--- src/rtl/byte_unstriping.sv ---
// ============================================================================
// byte_unstriping: merges lane_0/lane_1 byte pairs into one byte stream.
// Optional misalignment flag enabled by defining UNSTRIPE_ERR_EN. Rev 1.0
// ============================================================================
`default_nettype none

module byte_unstriping #(
  parameter int DEPTH = 4,
  parameter int W     = 8
) (
  input  logic         clk_2f,
  input  logic         reset,
  input  logic [W-1:0] lane_0,
  input  logic [W-1:0] lane_1,
  input  logic         valid_0,
  input  logic         valid_1,
  output logic         ready,
  output logic [W-1:0] data_out,
  output logic         valid_out,
  output logic         err
);

  localparam int AW = $clog2(DEPTH);
  localparam int CW = AW + 1;
  localparam logic [CW-1:0] FULL = CW'(DEPTH);

  typedef enum logic [1:0] {
    IDLE  = 2'd0,
    EMIT0 = 2'd1,
    EMIT1 = 2'd2
  } state_t;

  logic [W-1:0]   mem0_q [DEPTH];
  logic [W-1:0]   mem1_q [DEPTH];
  logic [DEPTH-1:0] pair_q;

  state_t         state_q, state_d;
  logic [AW-1:0]  wr_ptr_q, wr_ptr_d;
  logic [AW-1:0]  rd_ptr_q, rd_ptr_d;
  logic [CW-1:0]  count_q, count_d;
  logic [W-1:0]   data_out_q, data_out_d;
  logic           valid_out_q, valid_out_d;
  logic           wr_en;
  logic           pop;

  assign ready     = (count_q != FULL);
  assign wr_en     = valid_0 && ready;
  assign data_out  = data_out_q;
  assign valid_out = valid_out_q;

  // Storage needs no reset: count/pointers decide what is live.
  always_ff @(posedge clk_2f) begin
    if (wr_en) begin
      mem0_q[wr_ptr_q] <= lane_0;
      mem1_q[wr_ptr_q] <= lane_1;
      pair_q[wr_ptr_q] <= valid_1;
    end
  end

  always_comb begin
    state_d     = state_q;
    data_out_d  = data_out_q;
    valid_out_d = 1'b0;
    pop         = 1'b0;

    // IDLE with a non-empty FIFO emits straight away, giving one-edge latency.
    case (state_q)
      EMIT1: begin
        data_out_d  = mem1_q[rd_ptr_q];
        valid_out_d = 1'b1;
        pop         = 1'b1;
      end
      IDLE, EMIT0: begin
        if (state_q == EMIT0 || count_q != '0) begin
          data_out_d  = mem0_q[rd_ptr_q];
          valid_out_d = 1'b1;
          if (pair_q[rd_ptr_q]) state_d = EMIT1;
          else                  pop     = 1'b1;
        end
      end
      default: state_d = IDLE;
    endcase

    count_d  = count_q + CW'(wr_en) - CW'(pop);
    wr_ptr_d = wr_ptr_q + AW'(wr_en);
    rd_ptr_d = rd_ptr_q + AW'(pop);

    if (pop) state_d = (count_d != '0) ? EMIT0 : IDLE;
  end

  always_ff @(posedge clk_2f or negedge reset) begin
    if (!reset) begin
      state_q     <= IDLE;
      wr_ptr_q    <= '0;
      rd_ptr_q    <= '0;
      count_q     <= '0;
      data_out_q  <= '0;
      valid_out_q <= 1'b0;
    end else begin
      state_q     <= state_d;
      wr_ptr_q    <= wr_ptr_d;
      rd_ptr_q    <= rd_ptr_d;
      count_q     <= count_d;
      data_out_q  <= data_out_d;
      valid_out_q <= valid_out_d;
    end
  end

`ifdef UNSTRIPE_ERR_EN
  logic err_q, err_d;

  always_comb begin
    err_d = err_q | (valid_1 & ~valid_0);
  end

  always_ff @(posedge clk_2f or negedge reset) begin
    if (!reset) err_q <= 1'b0;
    else        err_q <= err_d;
  end

  assign err = err_q;
`else
  assign err = 1'b0;
`endif

endmodule

`default_nettype wire

--- config.mk ---
export PLATFORM = sky130hd
export DESIGN_NAME = byte_unstriping
export DESIGN_NICKNAME = d
export VERILOG_FILES = /design/src/rtl/byte_unstriping.sv
export SDC_FILE = /design/constraint.sdc
export NUM_CORES = 1
export LEC_CHECK = 0
export ABC_AREA = 1
export BUFFER_PORTS_ARGS = -buffer_cell sky130_fd_sc_hd__buf_2
export CORE_MARGIN = 8
export CORE_UTILIZATION = 38
export DETAILED_ROUTE_END_ITERATION = 10
export GPL_TIMING_DRIVEN = 0
export PLACE_DENSITY = 0.64
export SETUP_SLACK_MARGIN = 0.3
export SLEW_MARGIN = 15
export SYNTH_ARGS = -nofsm -noshare
export SYNTH_HDL_FRONTEND = slang
export SYNTH_SLANG_ARGS = --single-unit
--- constraint.sdc ---
create_clock -name clk_2f -period 3.2 [get_ports clk_2f]
set_input_delay 0.32 -clock clk_2f [delete_from_list [all_inputs] [get_ports clk_2f]]
set_output_delay 0.32 -clock clk_2f [all_outputs]
set_load 0.05 [all_outputs]
==> flow_metrics.env <==
export IMPL_drc=0
export IMPL_vias=2223
export IMPL_synth_area_um2=3580
export IMPL_yosys_area_top_type="edfxtp_1"
export IMPL_cp_start_kind="flop"
export IMPL_hold_violations=0
export IMPL_fin_util=0.452
export IMPL_portBuffers=29
export IMPL_timing_final_crit_share=0.733
export IMPL_path_clk_slew_ps=90
export IMPL_finalSetupTns_ps=0
export IMPL_drive_gt1_frac=0.263
export IMPL_syn_instance_count=286
export IMPL_worstPathRequired_ps=3450
export IMPL_fin_crit_ps=2350
export IMPL_cts_root_buf="clkbuf_8"
export IMPL_clock_latency_ps=350
export IMPL_area_growth_pct=16.2
export IMPL_worst_path_max_delay_cell="fa_1"
export IMPL_overflow=0
export IMPL_n_antenna_cell=0
export IMPL_syn_nets=309
export IMPL_synth_cell_types=28
export IMPL_max_stage_delay_ps=440
export IMPL_max_clock_freq_mhz=426
export IMPL_synthArstFlopShare=0.209
export IMPL_rsz0062_at_grt="no"
export IMPL_synth_seq_cells=86
export IMPL_grt_pass1_wl_um=12100
export IMPL_final_max_slew_viol_count=0
export IMPL_fillers=858
export IMPL_p_total_mw=4.37
export IMPL_whs_path_depth=1
export IMPL_gp_congestion=0.730
export IMPL_boundaryPins=31
export IMPL_pre_cts_ws_ps=840
export IMPL_die_h_um=113
export IMPL_drtIter0Drc=97
export IMPL_fp_coreArea_um2=9200
export IMPL_ys_flop_type="edfxtp_1"
export IMPL_ys_warnings_count=0
export IMPL_layout_setup_ws_ps=853
export IMPL_ctsResizeCount=0
export IMPL_fin_cells=450
export IMPL_synth_top_cell_area_share=0.571
export IMPL_leakage_nw=1.62
export IMPL_p_per_area_nw_per_um2=1050
export IMPL_worst_setup_path_end_kind="flop"
export IMPL_avgViaCountPerCell=4.94
export IMPL_cts_tree="done"
export IMPL_drt_total_wl_um=7600
export IMPL_grt_use_total=0.125
export IMPL_fp_dieArea_um2=12800
export IMPL_firstDrtPassIters=4
export IMPL_synth_edf_count=68
export IMPL_antenna_left=0
export IMPL_grt_max_degree=19
export IMPL_syn_mean_instance_area_um2=12.5
export IMPL_htreeDepth=3
export IMPL_status="finished clean"
export IMPL_setup_viol=0
export IMPL_ys_top_cells_by_count="edfxtp_1 (68), nor2_1 (68), nand2_1 (29)"
export IMPL_antenna_found_initial=0
export IMPL_relSlewSlack=0.425
export IMPL_hold_class="primary input to flop"
export IMPL_cp_max_fo=6
export IMPL_clk_path_buf_depth=2
export IMPL_fin_skew_ps=10.1
export IMPL_start_util=0.389
export IMPL_max_cap_violations=0
export IMPL_path_cells="nor2_1 > nand2_1 > nand2_1 > inv_1 > nand2_1 > nand2_1 > ha_1 > fa_1 > or2_2 > nor2_1 > nor2_1"
export IMPL_row_count=35
export IMPL_nNetsFinal=357
export IMPL_synthTopCellsByArea="edfxtp_1 (57%), dfrtp_1 (13%), nor2_1 (7.1%), o21ai_0 (3.8%), nand3_2 (3.4%)"
export IMPL_place_inst=433
export IMPL_r2r_cells=11
export IMPL_avgRoutedWirePerCell_um=16.9
export IMPL_dpl_hpwl_um=5310
export IMPL_grt_pass1_vias=2279
export IMPL_cts_buffers=9
export IMPL_worst_pin_slew_ps=858
export IMPL_crit_top_cell="nand2_1"
export IMPL_die_w_um=113
export IMPL_seq_area_frac_synth=0.697
export IMPL_crit_type="flop to flop"
export IMPL_peakVddDrop_mv=0.369
export IMPL_cp_arrival_ps=2600
export IMPL_cts_num_sinks=86
-- sequential cells by signal, summed over array words and instances (netlist names) --
register / count
mem0_q: 32
mem1_q: 32
data_out: 8
pair_q: 4
count_q: 3
rd_ptr_q: 2
state_q: 2
wr_ptr_q: 2
valid_out: 1
-- final timing paths --
check | startpoint | endpoint | slack, ps
worst max-delay path | count_q[1]$_DFF_PN0_ | state_q[0]$_DFFE_PN0P_ | 850
min in group asynchronous | reset | wr_ptr_q[1]$_DFF_PN0_ | 440
worst min register to register | data_out[6]$_DFFE_PN0P_ | data_out[6]$_DFFE_PN0P_ | 480
worst max register to register | count_q[1]$_DFF_PN0_ | state_q[0]$_DFFE_PN0P_ | 850
worst min-delay path | lane_1[5] | mem1_q[0][5]$_DFFE_PP_ | 180
max in group asynchronous | reset | data_out[1]$_DFFE_PN0P_ | 2440
-- placed cells by master (no fill, tap or decap), types with 2 or more instances in the layout --
cell | netlist | routed
buf_4 | 2 | 9
inv_1 | 6 | 6
nand2_2 | 2 | 2
nand3_2 | 12 | 12
nor3_2 | 0 | 4
clkbuf_8 | 0 | 9
buf_2 | 1 | 30
nor2_1 | 68 | 68
bufinv_16 | 0 | 2
xor2_1 | 2 | 2
nand2_1 | 29 | 29
nand2_4 | 2 | 2
clkinvlp_4 | 0 | 3
o21ai_0 | 27 | 27
buf_6 | 9 | 9
edfxtp_1 | 68 | 68
dfrtp_1 | 18 | 18
o21ai_1 | 5 | 5
nand3_1 | 18 | 18
ha_1 | 2 | 2
-- cell type report --
cell class | instances | area (µm²) | area share
flip-flops and latches | 86 | 2490 | 0.600
well taps | 111 | 139 | 0.0334
clock buffers | 10 | 128 | 0.0307
multi-input cells | 177 | 910 | 0.219
inverters | 10 | 52.6 | 0.0126
repair buffers | 37 | 208 | 0.0500
clock inverters | 6 | 86.3 | 0.0208
plain buffers | 13 | 141 | 0.0340
-- worst max-delay path: cells and delay by family, from the launching register on --
family,cells,cell delay (ps)
adder cells (fa/ha/maj),2,630
flip-flops,1,410
buffers and inverters,1,110
AND/OR/NAND/NOR,8,1110
-- layer usage --
layer	routed length, µm	global-route usage
met5	0	0
met4	152	0.0542
met3	411	0.0378
met2	3800	0.204
met1	3240	0.150
-- through the flow --
stage               hold slack, ps  instance area, µm²
finish                         182                4160
global route                   173                4160
CTS                            160                4160
detailed placement             294                3930
global placement               279                3860
floorplan                     24.4                3580
-- report_power, final --
| part | total (mW) | internal [mW] | switching (mW) |
|---|---|---|---|
| Combinational | 1.92 | 0.649 | 1.27 |
| Clock | 0.816 | 0.437 | 0.379 |
| Sequential | 1.64 | 1.53 | 0.107 |
-- cell families (layout without fill, tap and decap cells) --
family	Yosys count	in the layout	share of synthesized area
buf+inv	23	76	0.0542
fa+ha+maj	3	3	0.0126
flops	86	86	0.697
compound gates	32	32	0.0448
simple gates	138	138	0.183
xor+xnor	3	3	0.00735
other cells	1	1	0.00105
-- what timing repair did --
| action | 4_1_cts | 5_1_grt |
|---|---|---|
| hold endpoints to repair | 18 | 0 |
| buffers inserted | 0 | 0 |
| hold buffers | 1 | 0 |
Power figures use the tool's default switching activity.
